### config.mk
export PLATFORM = sky130hd
export DESIGN_NAME = rk2_step_sequencer
export DESIGN_NICKNAME = d
export VERILOG_FILES = /design/src/rtl/pde_ctrl_pkg.sv /design/src/rtl/sample_fifo.sv /design/src/rtl/rk2_step_sequencer.sv
export SDC_FILE = /design/constraint.sdc
export NUM_CORES = 1
export LEC_CHECK = 0
export BUFFER_PORTS_ARGS = -buffer_cell sky130_fd_sc_hd__buf_2
export CAP_MARGIN = 20
export CORE_UTILIZATION = 54
export DETAILED_ROUTE_END_ITERATION = 16
export PLACE_DENSITY = 0.76
export SLEW_MARGIN = 10
export SYNTH_ARGS = -nofsm -noshare
export SYNTH_HDL_FRONTEND = slang
export SYNTH_SLANG_ARGS = --single-unit
### constraint.sdc
create_clock -name clk -period 2.2 [get_ports clk]
set_input_delay 0.22 -clock clk [delete_from_list [all_inputs] [get_ports clk]]
set_output_delay 0.22 -clock clk [all_outputs]
set_load 0.01 [all_outputs]
### src/rtl/pde_ctrl_pkg.sv
// Shared types for the RK2 step sequencer and the integrator cell it wraps.
// The phase encoding lives here so both blocks step through K1/K2/UPD identically.
package pde_ctrl_pkg;

    typedef enum logic [1:0] {
        ST_IDLE = 2'd0,
        ST_LOAD = 2'd1,
        ST_RUN  = 2'd2,
        ST_DONE = 2'd3
    } state_e;

    typedef logic [1:0] phase_t;

    localparam phase_t PH_K1  = 2'd0;
    localparam phase_t PH_K2  = 2'd1;
    localparam phase_t PH_UPD = 2'd2;

    localparam int unsigned CTRL_DATA_WIDTH = 16;
    localparam int unsigned CTRL_STEP_WIDTH = 16;

    // Sample record as seen by the trace/host side at the default widths.
    typedef struct packed {
        logic signed [CTRL_DATA_WIDTH-1:0] y;
        logic        [CTRL_STEP_WIDTH-1:0] step;
    } sample_t;

    function automatic phase_t next_phase(input phase_t p);
        return (p == PH_UPD) ? PH_K1 : phase_t'(p + 2'd1);
    endfunction

endpackage

### src/rtl/sample_fifo.sv
// Show-ahead sample buffer: head entry is always on rdata, empty/full flags,
// and a drop strobe for a push that could not be accepted.
module sample_fifo #(
    parameter int unsigned DEPTH = 4,
    parameter int unsigned WIDTH = 32
) (
    input  logic             clk,
    input  logic             rst_n,
    input  logic             push,
    input  logic [WIDTH-1:0] wdata,
    input  logic             pop,
    output logic [WIDTH-1:0] rdata,
    output logic             full,
    output logic             empty,
    output logic             drop
);

    localparam int unsigned AW = $clog2(DEPTH);

    logic [WIDTH-1:0] mem_q [DEPTH];
    logic [WIDTH-1:0] mem_d [DEPTH];
    logic [AW:0]      wr_q, wr_d;
    logic [AW:0]      rd_q, rd_d;
    logic             do_push, do_pop;

    assign empty   = (wr_q == rd_q);
    assign full    = (wr_q[AW] != rd_q[AW]) && (wr_q[AW-1:0] == rd_q[AW-1:0]);
    assign do_pop  = pop && !empty;
    // A pop in the same cycle frees the head slot, so a full FIFO still accepts.
    assign do_push = push && (!full || do_pop);
    assign drop    = push && full && !do_pop;
    assign rdata   = mem_q[rd_q[AW-1:0]];

    always_comb begin
        mem_d = mem_q;
        wr_d  = wr_q;
        rd_d  = rd_q;
        if (do_push) begin
            mem_d[wr_q[AW-1:0]] = wdata;
            wr_d                = wr_q + 1'b1;
        end
        if (do_pop) begin
            rd_d = rd_q + 1'b1;
        end
    end

    always_ff @(posedge clk or negedge rst_n) begin
        if (!rst_n) begin
            wr_q <= '0;
            rd_q <= '0;
            for (int unsigned i = 0; i < DEPTH; i++) begin
                mem_q[i] <= '0;
            end
        end else begin
            wr_q  <= wr_d;
            rd_q  <= rd_d;
            mem_q <= mem_d;
        end
    end

endmodule

### src/rtl/rk2_step_sequencer.sv
// Run controller around one RK2 DDA cell: holds it in reset while idle, tracks the
// 3-phase step cadence, counts steps, handles y0 reloads and decimated sample capture.
module rk2_step_sequencer
    import pde_ctrl_pkg::*;
#(
    parameter int unsigned DATA_WIDTH = 16,
    parameter int unsigned STEP_WIDTH = 16,
    parameter int unsigned DECIM      = 1,
    parameter int unsigned FIFO_DEPTH = 4
) (
    input  logic                         clk,
    input  logic                         rst_n,
    input  logic                         start,
    input  logic                         reload,
    input  logic        [STEP_WIDTH-1:0] num_steps,
    input  logic signed [DATA_WIDTH-1:0] y_in,
    output logic                         cell_rst,
    output logic                         set_y,
    output logic                         busy,
    output logic                         done,
    output logic                         overrun,
    output logic                         s_valid,
    input  logic                         s_ready,
    output logic signed [DATA_WIDTH-1:0] s_data,
    output logic        [STEP_WIDTH-1:0] s_step
);

    typedef struct packed {
        logic signed [DATA_WIDTH-1:0] y;
        logic        [STEP_WIDTH-1:0] step;
    } smp_t;

    localparam logic [STEP_WIDTH-1:0] DEC_LAST = STEP_WIDTH'(DECIM - 1);

    state_e                state_q, state_d;
    phase_t                phase_q, phase_d;
    logic [STEP_WIDTH-1:0] step_cnt_q, step_cnt_d;
    logic [STEP_WIDTH-1:0] num_q, num_d;
    logic [STEP_WIDTH-1:0] dec_cnt_q, dec_cnt_d;
    logic                  reload_pend_q, reload_pend_d;
    logic                  overrun_q, overrun_d;
    logic                  cell_rst_q, cell_rst_d;
    logic                  set_y_q, set_y_d;
    logic                  busy_q, busy_d;
    logic                  done_q, done_d;

    logic in_k1, in_upd, cap_due, last_step;
    logic push, pop, fifo_full, fifo_empty, fifo_drop;
    smp_t push_smp, head_smp;

    assign in_k1     = (state_q == ST_RUN) && (phase_q == PH_K1);
    assign in_upd    = (state_q == ST_RUN) && (phase_q == PH_UPD);
    assign cap_due   = (dec_cnt_q == '0);
    assign last_step = (step_cnt_q == num_q);
    assign push      = in_k1 && cap_due;
    assign pop       = s_valid && s_ready;
    assign push_smp  = '{y: y_in, step: step_cnt_q};

    // State register
    always_ff @(posedge clk or negedge rst_n) begin
        if (!rst_n) begin
            state_q <= ST_IDLE;
        end else begin
            state_q <= state_d;
        end
    end

    // Next-state logic
    always_comb begin
        state_d = state_q;
        case (state_q)
            ST_IDLE: if (start) state_d = ST_LOAD;
            ST_LOAD: state_d = ST_RUN;
            ST_RUN:  if (in_k1 && last_step) state_d = ST_DONE;
            ST_DONE: if (start) state_d = ST_LOAD;
            default: state_d = ST_IDLE;
        endcase
    end

    // Step, decimation and reload bookkeeping
    always_comb begin
        phase_d       = PH_K1;
        step_cnt_d    = step_cnt_q;
        num_d         = num_q;
        dec_cnt_d     = dec_cnt_q;
        reload_pend_d = reload_pend_q;
        overrun_d     = overrun_q;
        if (state_q == ST_LOAD) begin
            num_d         = num_steps;
            step_cnt_d    = '0;
            dec_cnt_d     = '0;
            reload_pend_d = 1'b0;
            overrun_d     = 1'b0;
        end else if (state_q == ST_RUN) begin
            phase_d       = next_phase(phase_q);
            reload_pend_d = (reload_pend_q || reload) && !(in_upd && set_y_q);
            if (in_upd) begin
                if (set_y_q) begin
                    step_cnt_d = '0;
                    dec_cnt_d  = '0;
                end else begin
                    if (step_cnt_q != '1) step_cnt_d = step_cnt_q + 1'b1;
                    dec_cnt_d = (dec_cnt_q == DEC_LAST) ? '0 : dec_cnt_q + 1'b1;
                end
            end
        end
        if (fifo_drop) overrun_d = 1'b1;
    end

    // Registered control outputs, decoded from the state being entered
    always_comb begin
        cell_rst_d = (state_d != ST_RUN);
        busy_d     = (state_d == ST_LOAD) || (state_d == ST_RUN);
        done_d     = (state_d == ST_DONE);
        set_y_d    = (state_q == ST_RUN) && (phase_q == PH_K2) && (reload_pend_q || reload);
    end

    always_ff @(posedge clk or negedge rst_n) begin
        if (!rst_n) begin
            phase_q       <= PH_K1;
            step_cnt_q    <= '0;
            num_q         <= '0;
            dec_cnt_q     <= '0;
            reload_pend_q <= 1'b0;
            overrun_q     <= 1'b0;
            cell_rst_q    <= 1'b1;
            set_y_q       <= 1'b0;
            busy_q        <= 1'b0;
            done_q        <= 1'b0;
        end else begin
            phase_q       <= phase_d;
            step_cnt_q    <= step_cnt_d;
            num_q         <= num_d;
            dec_cnt_q     <= dec_cnt_d;
            reload_pend_q <= reload_pend_d;
            overrun_q     <= overrun_d;
            cell_rst_q    <= cell_rst_d;
            set_y_q       <= set_y_d;
            busy_q        <= busy_d;
            done_q        <= done_d;
        end
    end

    sample_fifo #(
        .DEPTH (FIFO_DEPTH),
        .WIDTH (DATA_WIDTH + STEP_WIDTH)
    ) u_fifo (
        .clk   (clk),
        .rst_n (rst_n),
        .push  (push),
        .wdata (push_smp),
        .pop   (pop),
        .rdata (head_smp),
        .full  (fifo_full),
        .empty (fifo_empty),
        .drop  (fifo_drop)
    );

    drop_implies_full: assert property (@(posedge clk) disable iff (!rst_n) fifo_drop |-> fifo_full);

    assign cell_rst = cell_rst_q;
    assign set_y    = set_y_q;
    assign busy     = busy_q;
    assign done     = done_q;
    assign overrun  = overrun_q;
    assign s_valid  = !fifo_empty;
    assign s_data   = head_smp.y;
    assign s_step   = head_smp.step;

endmodule

Word-level counts from Yosys, hierarchy flattened
Cells that the tools add are included.
- input port bits: 37
- bits in registers: 192
- logic and storage cells: 99
- output and inout bits: 38
- equal/unequal tests: 14
- order comparisons: 3
- muxes and demuxes: 26
- add/subtract/negate cells: 5
- bitwise logic cells: 2
- reductions and logical operators: 32
- operators by type and width (operator ; count):
    two-way mux 16 bit ; 10
    bitwise mux 128 bit ; 1
    two-way mux 32 bit ; 3
    binary-select mux 32 bit (select 2 bit) ; 1
    demux 32 bit (select 2 bit) ; 1
    adder 16 x 1 -> 16 bit (second input constant) ; 2
    == test 16 bit ; 1
    logical NOT 16 bit ; 1
    inequality test 16 bit (second input constant) ; 1
    logical AND 1 bit ; 15
    == test 2 bit (second input constant) ; 5
    two-way mux 2 bit ; 5
    adder 3 x 1 -> 3 bit (second input constant) ; 2
    == test 2 x 1 -> 1 bit (second input constant) ; 3
    greater-or-equal comparator 3 bit (second input constant) ; 2
    NOT 2 -> 3 bit ; 2
    one-hot mux 2 bit (3 select lines) ; 1
    nonzero test 2 bit ; 3
    logical NOT 1 bit ; 4
    logical NOT 2 bit ; 2
    two-way mux 1 bit ; 4
    == test 3 bit ; 1
    logical OR 1 bit ; 3
    less-than comparator 3 x 1 -> 1 bit (second input constant) ; 1
    other kinds (8) ; 8

Logic depth before layout (Yosys ltp)
Gate-level depths: netlist of the first run.
- word-level depth: 7
- mapped depth: 9
- depth with buffers taken out: 7

By module
From an unflattened synthesis of the first run, not the netlist that was laid out.
- cell total of the unflattened synthesis: 661
- area, all modules: 9450.3 um^2
- by module, submodules not included (module ; sequential area each (um^2) ; times used ; cells an instance ; area each (um^2)):
    sample_fifo ; 3353.2 ; 1 ; 352 ; 6204.7
    rk2_step_sequencer ; 1452.6 ; 1 ; 309 ; 3245.6

Worst setup path after synthesis of the first run
Ideal clock, no wire load.
- path type: register -> register
- from: register state_q[0]
- to: register step_cnt_q[0]
- path buffers: 2
- cell stages (with the launch flop): 8
- setup time: 0.125 ns
- arrival time: 2.001 ns
- slack: 0.074 ns
- period minus slack after synthesis: 2.126 ns
- data required time: 2.075 ns
- cells stage by stage: dfrtp_1 ha_1 clkbuf_1 or3b_2 nor2_1 a21o_1 buf_4 mux2_2
- word-level cells in the longest chain between the ends: 4
- elaborated cells between the ends (all ways): 8
- classes of those cells: eq/ne (2); mux (1); reduce/logical (5)
- ends and longest elaborated chain (what ; RTL line ; text):
    start, declared ; rk2_step_sequencer.sv:35 ; state_e state_q, state_d;
    start signal, assigned ; rk2_step_sequencer.sv:64 ; state_q <= state_d;
    == test 2 bit ; rk2_step_sequencer.sv:52, rk2_step_sequencer.sv:94 ;
    logical AND 1 bit ; rk2_step_sequencer.sv:52 ; assign in_upd = (state_q == ST_RUN) && (phase_q == PH_UPD);
    nonzero test 2 bit (no source line) ; -- ;
    AND reduction 3 bit (no source line) ; -- ;
    end signal, assigned ; rk2_step_sequencer.sv:132 ; step_cnt_q <= step_cnt_d;
    end, declared ; rk2_step_sequencer.sv:37 ; logic [STEP_WIDTH-1:0] step_cnt_q, step_cnt_d;
Parallel ways exist; a longest one is shown, timed or not.
A chain may end at the register's enable or synchronous reset.

Worst setup path after layout of the first run
- from: register state_q[0]
- to: register u_fifo.mem_q[62] (netlist bit)
- word-level cells in the longest chain between the ends: 4
- ends and longest elaborated chain (what ; RTL line ; text):
    == test 2 bit ; rk2_step_sequencer.sv:51 ; assign in_k1 = (state_q == ST_RUN) && (phase_q == PH_K1);
    logical AND 1 bit ; rk2_step_sequencer.sv:51 ;
    logical AND 1 bit ; rk2_step_sequencer.sv:55 ; assign push = in_k1 && cap_due;
    logical AND 1 bit ; sample_fifo.sv:30 ; assign do_push = push && (!full || do_pop);
    end signal, assigned ; sample_fifo.sv:57 ; mem_q <= mem_d;
    end, declared ; sample_fifo.sv:20 ; logic [WIDTH-1:0] mem_q [DEPTH];
No other way between the ends.

==> metrics.md, run 1 <==
| Metric | Value |
|---|---|
| GP Congestion | 0.868 |
| Failing checks | negative setup slack |
| Fill count | 1,158 |
| RSZ-0062 raised after global routing | true |
| Final Skew | 0.0111 ns |
| Post-Place Cell Area | 9870 sq um |
| Buffers added on ports | 74 |
| Asr flop ratio synth | 1.00 |
| MaxCap Viol Count | 0 |
| Mean Syn Cell Area | 13.9 sq um |
| Post-Synthesis Cell Area | 9110 sq um |
| TritonCTS clock tree | yes |
| GRT Overall Usage | 0.234 |
| Outcome | complete, but fails checks |
| Drt first pass iters | 4 |
| Nets@finish | ~800 |
| Antenna violations before repair | 0 |
| Drt drc | 0 |
| Crit Path Max Fanout | 8 |
| Final hold viol count | 0 |
| Via density per instance | 5.92 |
| Cell Pwr Density | approximately 1300 nW/um^2 |
| Rows | 47 |
| Num CTS Buffers | 17 |
| Gate power share | 0.402 |
| Switching share of power | 0.328 |
| Initial DRC Count | 392 |
| Worst setup SP type | flip-flop |
| Tcrit/Tclk final | 1.02 |
| H-tree Lvls | 4 |
| Cell area after layout | between 10,000 and 15,000 sq um |
| Layout area overhead | 17.7% |
| Setup WS post-layout | -0.0460 ns |
| VDD IR-drop max | 0.768 mV |
| YS warnings | 0 |
| # diodes | 0 |
| Synth cell types | 53 |
| Ys flop type | dfrtp_1 |
| Die area | 17,400 sq um |
| Chip width | 132 um |
| Cell Int Power | ~9.3 mW |
| Sequential power share | 0.385 |
| Worst EP required | roughly 2.5 ns |
| Part of the power in the clock network | 0.212 |
| Post-DP HPWL | 12,400 um |
| Routed len/inst | 21.2 um |
| Num ports | 75 |
| Detailed-route via count | 5,811 |
| NetSw | about 4.6 mW |
| Worst slew pin tran | ~0.6 ns |
| GRT Residual Overflow | 0 |
| Register clock-pin slew on the reported worst setup and hold paths | approximately 0.070 ns |
| Critical path class | flip-flop to flip-flop |
| Placeable Area | roughly 17,000 sq um |
| Share of cells above drive strength 1 | 0.455 |
| Die boundary height | 132 um |
| Initial Utilization | 0.551 |
| Antenna Nets Post-Route | 0 |
| Mapped Nets | 703 |
| First-pass GRT wire length | 31,900 um |
| Worst slew margin | 0.604 |
| Post-route minimum period | 2.25 ns |
| Cells after Synth | 654 |
| Root buffer cell | clkbuf_16 |
| EDFF count, synth | 0 |
| Worst-Skew Late Latency | 0.44 ns |
| Largest net degree at the start of global routing | 62 |
| Finish-stage setup viols | 46 |
| CTS max path bufs | 2 |
| P_leak | 4.93 nW |
| Final Power | 13.9 mW |
| CP arrival | 2.57 ns |
| Post-Route WL | 20,800 um |
| Vias in the first global route | between 6,000 and 7,000 |
| Peak Freq | about 450 MHz |
| Max-slew violation count | 0 |
| Worst min path class | input port to flip-flop |
| Yosys reg bits | 192 |
| Sequential element share of the synthesized area | 0.527 |
| Clock sink count | roughly 190 |
| Crit. End Element | flip-flop |
==> timing repair <==
action                                 4_1_cts  5_1_grt
setup endpoints to repair                   67      136
endpoints found under the hold margin       57        0
setup buffers                                0        2
hold buffers                                 1        0
pin swaps                                    0        4
resized for setup                            2       20
cloned                                       0       10
==> power groups by stage <==
| stage | combinational [mW] | clock [mW] | sequential, mW |
|---|---|---|---|
| finish | 5.58 | 2.94 | 5.34 |
| global route | 5.98 | 3.12 | 5.45 |
| CTS | 5.24 | 2.96 | 5.32 |
| detailed placement | 5.16 | 0 | 5.37 |
| global placement | 5.00 | 0 | 5.26 |
| floorplan | 3.85 | 0 | 5.09 |
==> layout make-up <==
cell class / instances / area, sq um / area share
repair buffers: 123 / 978 / 0.0913
well taps: 220 / 275 / 0.0257
clock buffers: 23 / 468 / 0.0436
clock inverters: 9 / 83.8 / 0.00782
inverters: 14 / 52.6 / 0.00490
flip-flops and latches: 192 / 4810 / 0.448
multi-input cells: 400 / 4060 / 0.378
==> metal layers <==
layer	up-vias	track usage	share of wire
li1	2534	-	-
met5	-	0	0
met4	0	0.0866	0.021
met3	31	0.0442	0.040
met1	3078	0.292	0.42
met2	168	0.408	0.52
==> logic make-up after synthesis <==
family	count (synthesis)	share of synthesized area
AND/OR/NAND/NOR	133	0.0829
AO/OA/AOI/OAI	36	0.0265
flip-flops	192	0.527
XOR/XNOR	41	0.0394
multiplexers	178	0.272
buffers and inverters	62	0.0354
adder cells (fa/ha/maj)	12	0.0165
==> through the flow <==
stage | hold slack, ns | util | worst slack, ns | cells | TNS [ns]
5_1_grt | 0.0123 | 0.649 | -0.0854 | 981 | -4.55
2_1_floorplan | -0.0756 | - | 0.0740 | 654 | 0
3_5_place_dp | 0.251 | 0.597 | 0.0286 | 936 | 0
6_report | 0.0158 | 0.649 | -0.0460 | 981 | -0.917
3_3_place_gp | 0.231 | 0.597 | 0.0726 | 936 | 0
4_1_cts | 0.00322 | 0.631 | -0.00434 | 969 | -0.0130
==> worst paths after layout <==
check / from / to / slack, ns / cells after the start
hold / removal: num_steps[5] / num_q[5]$_DFFE_PN0P_ / 0.02 / 2
setup reg to reg: state_q[0]$_DFF_PN0_ / u_fifo.mem_q[62]$_DFFE_PN0P_ / -0.05 / 8
max in group asynchronous: rst_n / cell_rst$_DFF_PN1_ / 1.17 / 3
min in group asynchronous: rst_n / u_fifo.mem_q[106]$_DFFE_PN0P_ / 0.34 / 2
hold reg to reg: u_fifo.mem_q[104]$_DFFE_PN0P_ / u_fifo.mem_q[104]$_DFFE_PN0P_ / 0.49 / 1
setup / recovery: state_q[0]$_DFF_PN0_ / u_fifo.mem_q[62]$_DFFE_PN0P_ / -0.05 / 8
==> state kept, by name (all words and copies together), names as in the netlist, 2 cells and up <==
name	cells
dec_cnt_q	16
u_fifo.rd_q	3
u_fifo.wr_q	3
step_cnt_q	16
state_q	2
phase_q	2
u_fifo.mem_q	128
num_q	16
==> synth_stat cells (8+ instances only) <==
cell type / number / area, sq um
xor2_1: 8 / 70.1
xnor2_1: 33 / 289
dfrtp_1: 191 / 4780
nand4_1: 9 / 56.3
ha_1: 12 / 150
inv_1: 14 / 52.6
nand3_1: 14 / 70.1
nor4_1: 12 / 75.1
buf_2: 16 / 80.1
mux2_2: 107 / 1200
mux2_1: 9 / 101
nand2_1: 26 / 97.6
mux4_2: 32 / 721
buf_4: 10 / 75.1
clkbuf_1: 16 / 60.1
nor2_1: 36 / 135
mux2_4: 30 / 450
==> critical path: stages, from the launching register on <==
cell	delay, ns
dfrtp_1	0.41
inv_1	0.08
ha_2	0.20
or3b_4	0.40
buf_6	0.14
nor3b_4	0.24
nand2_4	0.14
clkbuf_16	0.21
mux2_4	0.30
==> cell usage in the layout (no fill, tap or decap), types with 23 or more instances in the layout <==
master     netlist  layout
nor2_1          36      35
mux4_2          32      32
clkbuf_16        0      23
dfrtp_1        191     190
mux2_4          30      30
buf_4           10      29
nand2_1         26      26
buf_2           16      73
xnor2_1         33      33
mux2_2         107     107
(Power assumes the default switching activity.)
==> inputs of run 2 (changes only) <==
CORE_UTILIZATION = 48   (was 54)
PLACE_DENSITY = 0.69   (was 0.76)
==> metrics.md, run 2 (synthesis gave the netlist of run 1 again) <==
| Metric | Value |
|---|---|
| H-tree Lvls | 4 |
| Worst setup SP type | flip-flop |
| GRT Overall Usage | 0.205 |
| First-pass GRT wire length | ~31,000 um |
| Commonest cells after routing, fill and taps aside | 190 x dfrtp_1, 107 x mux2_2, 73 x buf_2 |
| Worst-Skew Late Latency | 0.44 ns |
| Hold path depth | 2 |
| Routed len/inst | 19.6 um |
| Final hold viol count | 0 |
| Vias in the first global route | 5,961 |
| Antenna violations before repair | 0 |
| Detailed-route via count | 5,582 |
| Antenna Nets Post-Route | 0 |
| Hold Path End | num_q[10]$_DFFE_PN0P_ |
| Die area | roughly 20,000 sq um |
| Worst slew pin tran | approximately 0.63 ns |
| Critical path class | flip-flop to flip-flop |
| HP Start | num_steps[10] |
| Post-route minimum period | 2.12 ns |
| Largest reg by FF count | u_fifo.mem_q |
| Max reg flops | 128 |
| Layout area overhead | 17.7% |
| Initial DRC Count | about 380 |
| Final Power | roughly 14 mW |
| Worst slew margin | 0.580 |
| Clock sink count | 192 |
| Num ports | 75 |
| VDD IR-drop max | 0.769 mV |
| CP arrival | approximately 2.4 ns |
| Die boundary height | between 100 and 150 um |
| Post-Route WL | 19,400 um |
| Final Skew | between 0.015 and 0.02 ns |
| Via density per instance | around 5.6 |
| Cell Pwr Density | 1300 nW/um^2 |
| Register clock-pin slew on the reported worst setup and hold paths | 0.07 ns |
| Peak Freq | 471 MHz |
| P_leak | between 4 and 5 nW |
| Nets@finish | 793 |
| Max-slew violation count | 0 |
| GRT Residual Overflow | 0 |
| Post-DP HPWL | 12,300 um |
| Root buffer cell | clkbuf_16 |
| Placeable Area | 18,600 sq um |
| Reg2Reg Capture Point | u_fifo.mem_q[25]$_DFFE_PN0P_ |
| R2R cell count | 8 |
| Initial Utilization | 0.489 |
| Crit. End Element | flip-flop |
| CTS max path bufs | 2 |
| Setup WS pre-CTS | -0.0873 ns |
| Commonest non-fill, non-tap cell in the layout | dfrtp_1 |
| Chip width | 140 um |
| Drt drc | 0 |
| GP Congestion | 0.887 |
| Num CTS Buffers | 17 |
| Crit Path Max Fanout | 8 |
| Largest net degree at the start of global routing | 63 |
| Worst EP required | 2.50 ns |
| Finish-stage setup viols | 0 |
| Setup slack, reg-to-reg | between 0.07 and 0.08 ns |
| MaxCap Viol Count | 0 |
| Rows | 50 |
| Setup WS post-layout | 0.0752 ns |
| Worst reg2reg path startpoint | dec_cnt_q[1]$_DFFE_PN0P_ |
| Outcome | complete, no violations |
| # diodes | 0 |
| Share of cells above drive strength 1 | 0.451 |
| TritonCTS clock tree | yes |
| Buffers added on ports | 74 |
| Tcrit/Tclk final | 0.966 |
| Drt first pass iters | 4 |
| Worst min path class | input port to flip-flop |
==> run 2: cell count changes in the layout (fill, tap and decap cells not counted), moves of 2 or more <==
cell and change:
buf_4 +2, buf_8 -2, bufinv_16 +4, clkbuf_1 -3, clkbuf_16 -3, clkinv_2 -3, nor4_1 +3, nor4_2 -3
==> run 2: worst max-delay path, stage by stage, from the launching register on <==
cell	delay [ns]
dfrtp_1	0.41
inv_2	0.07
ha_2	0.17
nor4b_4	0.18
nand4_1	0.20
nor2_4	0.16
and3_4	0.27
clkbuf_16	0.20
mux2_2	0.34
==> run 2: report_power, final <==
group,switching (mW),internal (mW)
clock network,1.32,2.05
registers,0.680,4.63
logic,2.37,2.94
total,4.37,9.62
==> run 2: final cells by class <==
class / count / area [sq um]
Multi-Input combinational cell: 400 / 4040
Fill cell: 1453 / 7920
Inverter: 14 / 52.6
Timing Repair Buffer: 119 / 885
Clock buffer: 19 / 443
Tap cell: 234 / 293
Clock inverter: 12 / 205
Sequential cell: 192 / 4810
==> run 2: layer usage <==
metal / share of wire / global-route usage
met5: 0 / 0
met3: 0.034 / 0.0403
met1: 0.45 / 0.268
met4: 0.0089 / 0.0544
met2: 0.50 / 0.351
==> run 2: how the worst max path moves through the flow <==
| stage | from | end | slack (ns) | cells after the start |
|---|---|---|---|---|
| finish | dec_cnt_q[1]$_DFFE_PN0P_ | u_fifo.mem_q[25]$_DFFE_PN0P_ | 0.08 | 8 |
| CTS | dec_cnt_q[1]$_DFFE_PN0P_ | u_fifo.mem_q[111]$_DFFE_PN0P_ | 0.01 | 8 |
| floorplan | state_q[0]$_DFF_PN0_ | step_cnt_q[0]$_DFFE_PN0P_ | 0.07 | 7 |
| global placement | dec_cnt_q[1]$_DFFE_PN0P_ | u_fifo.mem_q[28]$_DFFE_PN0P_ | 0.03 | 8 |
| detailed placement | dec_cnt_q[1]$_DFFE_PN0P_ | u_fifo.mem_q[10]$_DFFE_PN0P_ | -0.09 | 8 |
| global route | state_q[0]$_DFF_PN0_ | u_fifo.mem_q[29]$_DFFE_PN0P_ | -0.0007 | 7 |
==> run 2: per-stage QoR <==
step	utilization	hold slack, ns	setup TNS (ns)	std cells	cell area, sq um
floorplan	-	-0.0756	0	654	9110
global placement	0.531	0.245	0	953	9890
detailed placement	0.531	0.256	-4.72	953	9890
CTS	0.568	0.00939	0	986	10600
global route	0.575	0.0162	-0.000679	990	10700
finish	0.575	0.0160	0	990	10700
==> run 2: repair_timing <==
item                                   CTS  global route
resized for setup                        6            12
endpoints found under the hold margin   59             0
hold buffers                             1             0
buffers inserted                         0             1
gates cloned                             1             3
pin swaps                                1             2
setup endpoints to repair               96            84
